## config.mk

```make
export PLATFORM = sky130hd
export DESIGN_NAME = twf_cmul_m1
export DESIGN_NICKNAME = d
export VERILOG_FILES = /design/src/rtl/twf_cmul_m1.sv
export SDC_FILE = /design/constraint.sdc
export NUM_CORES = 1
export LEC_CHECK = 0
export CORE_ASPECT_RATIO = 1.1
export CORE_UTILIZATION = 46
export CTS_CLUSTER_SIZE = 10
export DETAILED_ROUTE_END_ITERATION = 7
export RECOVER_POWER = 50
export SETUP_SLACK_MARGIN = 0.5
export SYNTH_ARGS = -nofsm -noshare
export SYNTH_HDL_FRONTEND = slang
export SYNTH_SLANG_ARGS = --single-unit
export TNS_END_PERCENT = 10
```

## constraint.sdc

```tcl
create_clock -name clk -period 6.75 [get_ports clk]
set_input_delay 1.0125 -clock clk [delete_from_list [all_inputs] [get_ports clk]]
set_output_delay 1.0125 -clock clk [all_outputs]
set_load 0.005 [all_outputs]
```

## src/rtl/twf_cmul_m1.sv

```systemverilog
// twf_cmul_m1: streaming complex multiplier on the stage-1 twiddle ROM side.
// Drives the twiddle address for each input sample, lines the ROM's registered
// output up with the delayed sample, then multiplies, rounds and emits the
// rotated sample three cycles after it arrived.
module twf_cmul_m1 #(
    parameter int DW = 14,   // input component width; output is DW+1
    parameter int TW = 9,    // twiddle width, Q1.7 (+128 = 1.0)
    parameter int AW = 6     // twiddle address width
) (
    input  logic                 clk,
    input  logic                 rstn,
    input  logic                 din_valid,
    input  logic                 din_sof,
    input  logic signed [DW-1:0] din_re,
    input  logic signed [DW-1:0] din_im,
    output logic [AW-1:0]        twf_addr,
    input  logic signed [TW-1:0] twf_re,
    input  logic signed [TW-1:0] twf_im,
    output logic                 dout_valid,
    output logic                 dout_sof,
    output logic signed [DW:0]   dout_re,
    output logic signed [DW:0]   dout_im
);

    // Product width and the width of the sum/difference of two products.
    localparam int PW  = DW + TW;
    localparam int SW  = DW + TW + 1;
    // Twiddles carry TW-2 fraction bits; round half up before dropping them.
    localparam int SH  = TW - 2;
    localparam int RND = 1 << (SH - 1);

    // ------------------------------------------------------------------
    // Address counter
    // ------------------------------------------------------------------
    logic [AW-1:0] cnt_q;
    logic [AW-1:0] cnt_d;

    // A qualified sof forces address 0; otherwise the running count is used.
    // The next count follows the address actually consumed so that a resync
    // continues from 1 on the following sample.
    always_comb begin
        twf_addr = (din_valid && din_sof) ? '0 : cnt_q;
        cnt_d    = din_valid ? (twf_addr + AW'(1)) : cnt_q;
    end

    // Counter register; wraps naturally at 2^AW.
    always_ff @(posedge clk or negedge rstn) begin
        if (!rstn) begin
            cnt_q <= '0;
        end else begin
            cnt_q <= cnt_d;
        end
    end

    // ------------------------------------------------------------------
    // S1: register the sample. The ROM registers the address on the same
    // edge, so in this cycle twf_re/twf_im already belong to this sample.
    // ------------------------------------------------------------------
    logic                 s1_valid_q;
    logic                 s1_sof_q;
    logic signed [DW-1:0] s1_re_q;
    logic signed [DW-1:0] s1_im_q;

    // Sample delay stage matching the ROM read latency.
    always_ff @(posedge clk or negedge rstn) begin
        if (!rstn) begin
            s1_valid_q <= 1'b0;
            s1_sof_q   <= 1'b0;
            s1_re_q    <= '0;
            s1_im_q    <= '0;
        end else begin
            s1_valid_q <= din_valid;
            s1_sof_q   <= din_valid & din_sof;
            s1_re_q    <= din_re;
            s1_im_q    <= din_im;
        end
    end

    // ------------------------------------------------------------------
    // S2: four partial products re*wr, im*wi, re*wi, im*wr.
    // ------------------------------------------------------------------
    logic signed [DW-1:0] op_a [4];
    logic signed [TW-1:0] op_b [4];
    logic signed [PW-1:0] prod_d [4];
    logic signed [PW-1:0] prod_q [4];
    logic                 s2_valid_q;
    logic                 s2_sof_q;

    // Operand routing for the four multipliers.
    always_comb begin
        op_a[0] = s1_re_q;  op_b[0] = twf_re;
        op_a[1] = s1_im_q;  op_b[1] = twf_im;
        op_a[2] = s1_re_q;  op_b[2] = twf_im;
        op_a[3] = s1_im_q;  op_b[3] = twf_re;
    end

    genvar gi;
    generate
        for (gi = 0; gi < 4; gi++) begin : g_mul
            // Both operands sign-extended to full product width first.
            assign prod_d[gi] = PW'(op_a[gi]) * PW'(op_b[gi]);

            // Product pipeline register.
            always_ff @(posedge clk or negedge rstn) begin
                if (!rstn) begin
                    prod_q[gi] <= '0;
                end else begin
                    prod_q[gi] <= prod_d[gi];
                end
            end
        end
    endgenerate

    // Control bits follow the products.
    always_ff @(posedge clk or negedge rstn) begin
        if (!rstn) begin
            s2_valid_q <= 1'b0;
            s2_sof_q   <= 1'b0;
        end else begin
            s2_valid_q <= s1_valid_q;
            s2_sof_q   <= s1_sof_q;
        end
    end

    // ------------------------------------------------------------------
    // S3: combine, round, and register the output.
    // ------------------------------------------------------------------
    logic signed [SW-1:0] pr;
    logic signed [SW-1:0] pi;
    logic signed [SW-1:0] rnd_re;
    logic signed [SW-1:0] rnd_im;
    logic signed [DW:0]   dout_re_d;
    logic signed [DW:0]   dout_im_d;

    // Complex combine plus round-half-up. Taking bits [SH+DW:SH] is the
    // arithmetic shift by SH truncated to DW+1 bits; the twiddle magnitude
    // bound guarantees the discarded upper bits are pure sign.
    always_comb begin
        pr        = SW'(prod_q[0]) - SW'(prod_q[1]);
        pi        = SW'(prod_q[2]) + SW'(prod_q[3]);
        rnd_re    = pr + SW'(RND);
        rnd_im    = pi + SW'(RND);
        dout_re_d = rnd_re[SH+DW:SH];
        dout_im_d = rnd_im[SH+DW:SH];
    end

    // Bits dropped by the rounding shift and the guaranteed-sign top bits.
    logic unused_round_bits;
    assign unused_round_bits = ^{rnd_re[SW-1:SH+DW+1], rnd_re[SH-1:0],
                                 rnd_im[SW-1:SH+DW+1], rnd_im[SH-1:0]};

    logic                 dout_valid_q;
    logic                 dout_sof_q;
    logic signed [DW:0]   dout_re_q;
    logic signed [DW:0]   dout_im_q;

    // Output register: data only moves on valid, so it holds through gaps.
    always_ff @(posedge clk or negedge rstn) begin
        if (!rstn) begin
            dout_valid_q <= 1'b0;
            dout_sof_q   <= 1'b0;
            dout_re_q    <= '0;
            dout_im_q    <= '0;
        end else begin
            dout_valid_q <= s2_valid_q;
            dout_sof_q   <= s2_valid_q & s2_sof_q;
            if (s2_valid_q) begin
                dout_re_q <= dout_re_d;
                dout_im_q <= dout_im_d;
            end
        end
    end

    assign dout_valid = dout_valid_q;
    assign dout_sof   = dout_sof_q;
    assign dout_re    = dout_re_q;
    assign dout_im    = dout_im_q;

endmodule

```

==> load_flow_metrics.sql <==
INSERT INTO impl_metrics (metric_group, metric, value, unit) VALUES
('floorplan', 'std_cell_rows', '85', ''),
('yosys', 'synth.ff_latch_count', '158', ''),
('worst_setup_path', 'worstPathRequired', '7.11', 'ns'),
('sta', 'timing.setup.tns', '0', 'ns'),
('run', 'drv.max_cap_violation_count', '4', ''),
('min_path', 'worstHoldPathCells', '0', ''),
('placed_design', 'gp_congestion', '0.8056', ''),
('worst_setup_path', 'cp.arrival', '6.52', 'ns'),
('power', 'vdd_drop_max', '0.0002357', 'V'),
('worst_setup_path', 'r2r-start', 's1_im_q[7]$_DFF_PN0_', ''),
('worst_setup_path', 'critPathLaunchType', 'input port', ''),
('yosys', 'netlist_top_cells_count', 'sky130_fd_sc_hd__fa_1, sky130_fd_sc_hd__inv_1, sky130_fd_sc_hd__nand2_1', ''),
('sta', 'unrepaired_setup_endpoints_after_global_routing', 'yes', ''),
('worst_setup_path', 'critical_path_class', 'input port to flop', ''),
('yosys', 'synth.most_common_cell', 'sky130_fd_sc_hd__fa_1', ''),
('clock_tree', 'root_driver', 'sky130_fd_sc_hd__clkbuf_16', ''),
('global_route', 'initial_antenna_violation_count', '0', ''),
('yosys', 'yosys.cell_types.count', '64', ''),
('final_layout', 'register_area', '3954', 'um^2'),
('sta', 'max_clock_freq', '0.1624', 'GHz'),
('worst_setup_path', 'timing.reg2reg.worst_path_depth', '18', ''),
('yosys', 'post_synth_mux_area_share', '0.9697', '%'),
('min_path', 'whs_endpoint', 's2_sof_q$_DFF_PN0_', ''),
('yosys', 'synth_enable_flop_cells', '0', ''),
('global_route', 'grt_pass1_vias', '16770', ''),
('global_route', 'grt-ovfl-total', '0', ''),
('drt', 'antenna_violating_nets_post_route', '0', ''),
('placed_design', 'dp_worst_setup_slack', '0.1458', 'ns'),
('sta', 'slew_headroom', '-109.4', '%'),
('global_route', 'grt_usage', '21.02', '%'),
('yosys', 'synth.yosys.seq_area_share', '17.12', '%'),
('worst_setup_path', 'critical_path.slowest_cell', 'sky130_fd_sc_hd__dlygate4sd3_1', ''),
('outcome', 'outcome', 'finished with violations', ''),
('floorplan', 'die_height', '237.0', 'um'),
('floorplan', 'initial_utilization', '46.91', '%'),
('yosys', 'syn-cell-area', '23100', 'um^2'),
('worst_setup_path', 'crit_top_cell', 'sky130_fd_sc_hd__fa_1', ''),
('worst_setup_path', 'r2r_setup_slack', '0.96', 'ns'),
('drt', 'detailedRoute.firstIterationViolations', '741', ''),
('clock_tree', 'path_clk_slew', '0.07', 'ns'),
('clock_tree', 'tritoncts_clock_tree', 'done', ''),
('yosys', 'synthArstFlopShare', '100.0', '%'),
('worst_setup_path', 'critical_path_buf_inv_count', '5', ''),
('clock_tree', 'cts_resized', '0', ''),
('placed_design', 'detailed_place.area', '24950', 'um^2'),
('drt', 'drt-total-wl', '48950', 'um'),
('yosys', 'synth-xor-area-share', '4.247', '%'),
('clock_tree', 'clock_tree.buffer_depth', '2', ''),
('final_layout', 'final.fill_count', '4478', ''),
('sta', 'hold_viol', '0', ''),
('final_layout', 'post_route_cells_drive_above_1_share', '4.682', '%'),
('worst_setup_path', 'crit_path_max_incr_delay', '0.58', 'ns'),
('yosys', 'post_synth_main_area_contributors', 'sky130_fd_sc_hd__fa_1, sky130_fd_sc_hd__dfrtp_1, sky130_fd_sc_hd__ha_1, sky130_fd_sc_hd__and2_1, sky130_fd_sc_hd__inv_1', ''),
('final_layout', 'flow.area_growth_from_synthesis', '10.57', '%'),
('sta', 'setup_clock_skew_after_layout', '0.02579', 'ns'),
('yosys', 'synth-warning-count', '0', ''),
('clock_tree', 'clk-insertion-delay-late', '0.49', 'ns'),
('global_route', 'wire_length_of_the_first_global_routing_pass', '84680', 'um'),
('final_layout', 'multi_input_area', '17450', 'um^2'),
('drt', 'viasPerCell', '5.176', ''),
('yosys', 'synth_flop_cell', 'sky130_fd_sc_hd__dfrtp_1', ''),
('sta', 'final-setup-viol-count', '0', ''),
('yosys', 'netlist.top_cell.by_area', 'sky130_fd_sc_hd__fa_1', ''),
('placed_design', 'port_buffers', '87', ''),
('outcome', 'failing_checks', 'capacitance limit, slew limit', ''),
('worst_setup_path', 'crit_path_max_fanout', '28', ''),
('sta', 'slew_viol_final', '198', ''),
('yosys', 'synthAdderAreaFrac', '49.39', '%'),
('global_route', 'pin_count_of_the_biggest_net_entering_global_routing', '64', ''),
('floorplan', 'die_area', '51110', 'um^2'),
('yosys', 'syn-num-nets', '3011', '');
worst max path at each step:
stage                          from                    to  slack (ns)  depth (start not counted)
after floorplan           twf_im[0]  prod_q[44]$_DFF_PN0_        0.60                         20
after global placement    twf_im[0]  prod_q[44]$_DFF_PN0_        0.20                         21
after detailed placement  twf_im[0]  prod_q[44]$_DFF_PN0_        0.15                         21
after CTS                 twf_im[0]  prod_q[67]$_DFF_PN0_        0.67                         20
after global routing      twf_im[0]  prod_q[67]$_DFF_PN0_        0.38                         21
final                     twf_im[0]  prod_q[64]$_DFF_PN0_        0.59                         20
power breakdown:
group          switching (uW)  leakage, uW  internal, uW
Clock                     469     0.000286           526
Combinational            5030       0.0107          4390
Sequential                204      0.00186          1440
Total                    5710       0.0128          6350
state kept, by name, summed over array words and instances, names as in the netlist:
| signal | flops |
|---|---|
| s2_valid_q | 1 |
| dout_sof | 1 |
| prod_q | 88 |
| s1_sof_q | 1 |
| dout_im | 15 |
| s1_im_q | 14 |
| s1_re_q | 14 |
| dout_valid | 1 |
| cnt_q | 6 |
| dout_re | 15 |
| s1_valid_q | 1 |
| s2_sof_q | 1 |
cell usage in the layout (no fill, tap or decap), types with 4 or more instances in the layout:
| cell type | netlist | routed |
|---|---|---|
| sky130_fd_sc_hd__a211oi_1 | 9 | 9 |
| sky130_fd_sc_hd__a21o_1 | 21 | 21 |
| sky130_fd_sc_hd__a21oi_1 | 61 | 60 |
| sky130_fd_sc_hd__a31oi_1 | 7 | 7 |
| sky130_fd_sc_hd__and2_1 | 241 | 238 |
| sky130_fd_sc_hd__and3_1 | 13 | 13 |
| sky130_fd_sc_hd__buf_12 | 0 | 12 |
| sky130_fd_sc_hd__buf_4 | 0 | 31 |
| sky130_fd_sc_hd__clkbuf_16 | 0 | 17 |
| sky130_fd_sc_hd__clkdlybuf4s50_1 | 0 | 55 |
| sky130_fd_sc_hd__dfrtp_1 | 158 | 158 |
| sky130_fd_sc_hd__dlygate4sd3_1 | 0 | 31 |
| sky130_fd_sc_hd__fa_1 | 408 | 408 |
| sky130_fd_sc_hd__ha_1 | 259 | 259 |
| sky130_fd_sc_hd__inv_1 | 369 | 369 |
| sky130_fd_sc_hd__inv_6 | 0 | 7 |
| sky130_fd_sc_hd__inv_8 | 0 | 5 |
| sky130_fd_sc_hd__mux2_2 | 19 | 19 |
| sky130_fd_sc_hd__nand2_1 | 261 | 261 |
| sky130_fd_sc_hd__nand2b_1 | 22 | 22 |
| sky130_fd_sc_hd__nand3_1 | 19 | 19 |
| sky130_fd_sc_hd__nand4_1 | 7 | 7 |
| sky130_fd_sc_hd__nor2_1 | 45 | 45 |
| sky130_fd_sc_hd__nor2b_1 | 42 | 42 |
| sky130_fd_sc_hd__nor3_1 | 16 | 16 |
| sky130_fd_sc_hd__nor4_1 | 4 | 4 |
| sky130_fd_sc_hd__o21a_1 | 5 | 5 |
| sky130_fd_sc_hd__o21ai_0 | 25 | 25 |
| sky130_fd_sc_hd__o21bai_1 | 10 | 10 |
| sky130_fd_sc_hd__o31ai_1 | 10 | 10 |
| sky130_fd_sc_hd__or2_2 | 4 | 4 |
| sky130_fd_sc_hd__or3_1 | 9 | 9 |
| sky130_fd_sc_hd__xnor2_1 | 88 | 88 |
| sky130_fd_sc_hd__xor2_1 | 24 | 24 |
worst register-to-register path, stage by stage (launching register included):
cell                       delay, ns
sky130_fd_sc_hd__dfrtp_1        0.88
sky130_fd_sc_hd__nand2_1        0.19
sky130_fd_sc_hd__fa_1           0.57
sky130_fd_sc_hd__inv_1          0.05
sky130_fd_sc_hd__fa_1           0.51
sky130_fd_sc_hd__inv_1          0.06
sky130_fd_sc_hd__fa_1           0.52
sky130_fd_sc_hd__inv_1          0.05
sky130_fd_sc_hd__fa_1           0.38
sky130_fd_sc_hd__fa_1           0.47
sky130_fd_sc_hd__ha_1           0.39
sky130_fd_sc_hd__nand2_1        0.07
sky130_fd_sc_hd__o21ai_0        0.24
sky130_fd_sc_hd__or4_1          0.21
sky130_fd_sc_hd__nand4_1        0.16
sky130_fd_sc_hd__a31oi_1        0.35
sky130_fd_sc_hd__and2_1         0.21
sky130_fd_sc_hd__o21ai_0        0.08
sky130_fd_sc_hd__a221oi_1       0.30
cells by family (layout without fill, tap and decap cells):
logic type | after synthesis | count (layout)
xor+xnor | 112 | 112
simple gates | 691 | 691
flops | 158 | 158
mux | 20 | 20
buf+inv | 457 | 534
fa+ha+maj | 667 | 667
compound gates | 189 | 189
layer usage:
layer,track usage [%],part of all wire [%],up-vias
met1,29.47,46,8018
li1,-,-,7258
met3,2.967,4.5,43
met2,33.23,46,329
met5,0,0,-
met4,7.565,2.7,0
through the flow:
stage	power, uW	std cells	util (%)	hold WS, ns
after floorplan	8801	2294	-	0.3312
after global placement	10890	2991	50.66	0.3348
after detailed placement	11090	2991	50.66	0.3363
after CTS	12220	3023	51.86	0.3537
after global routing	13510	3023	51.86	0.3521
final	12060	3023	51.86	0.3482
area by class of cell:
type / count / share of cell area [%]
Multi-Input combinational cell: 1679 / 68.31
Inverter: 370 / 5.438
Clock buffer: 17 / 1.666
Sequential cell: 158 / 15.48
Clock inverter: 15 / 0.6369
Tap cell: 652 / 3.194
Timing Repair Buffer: 132 / 5.272
No activity file was read; power rests on OpenSTA's default activity.
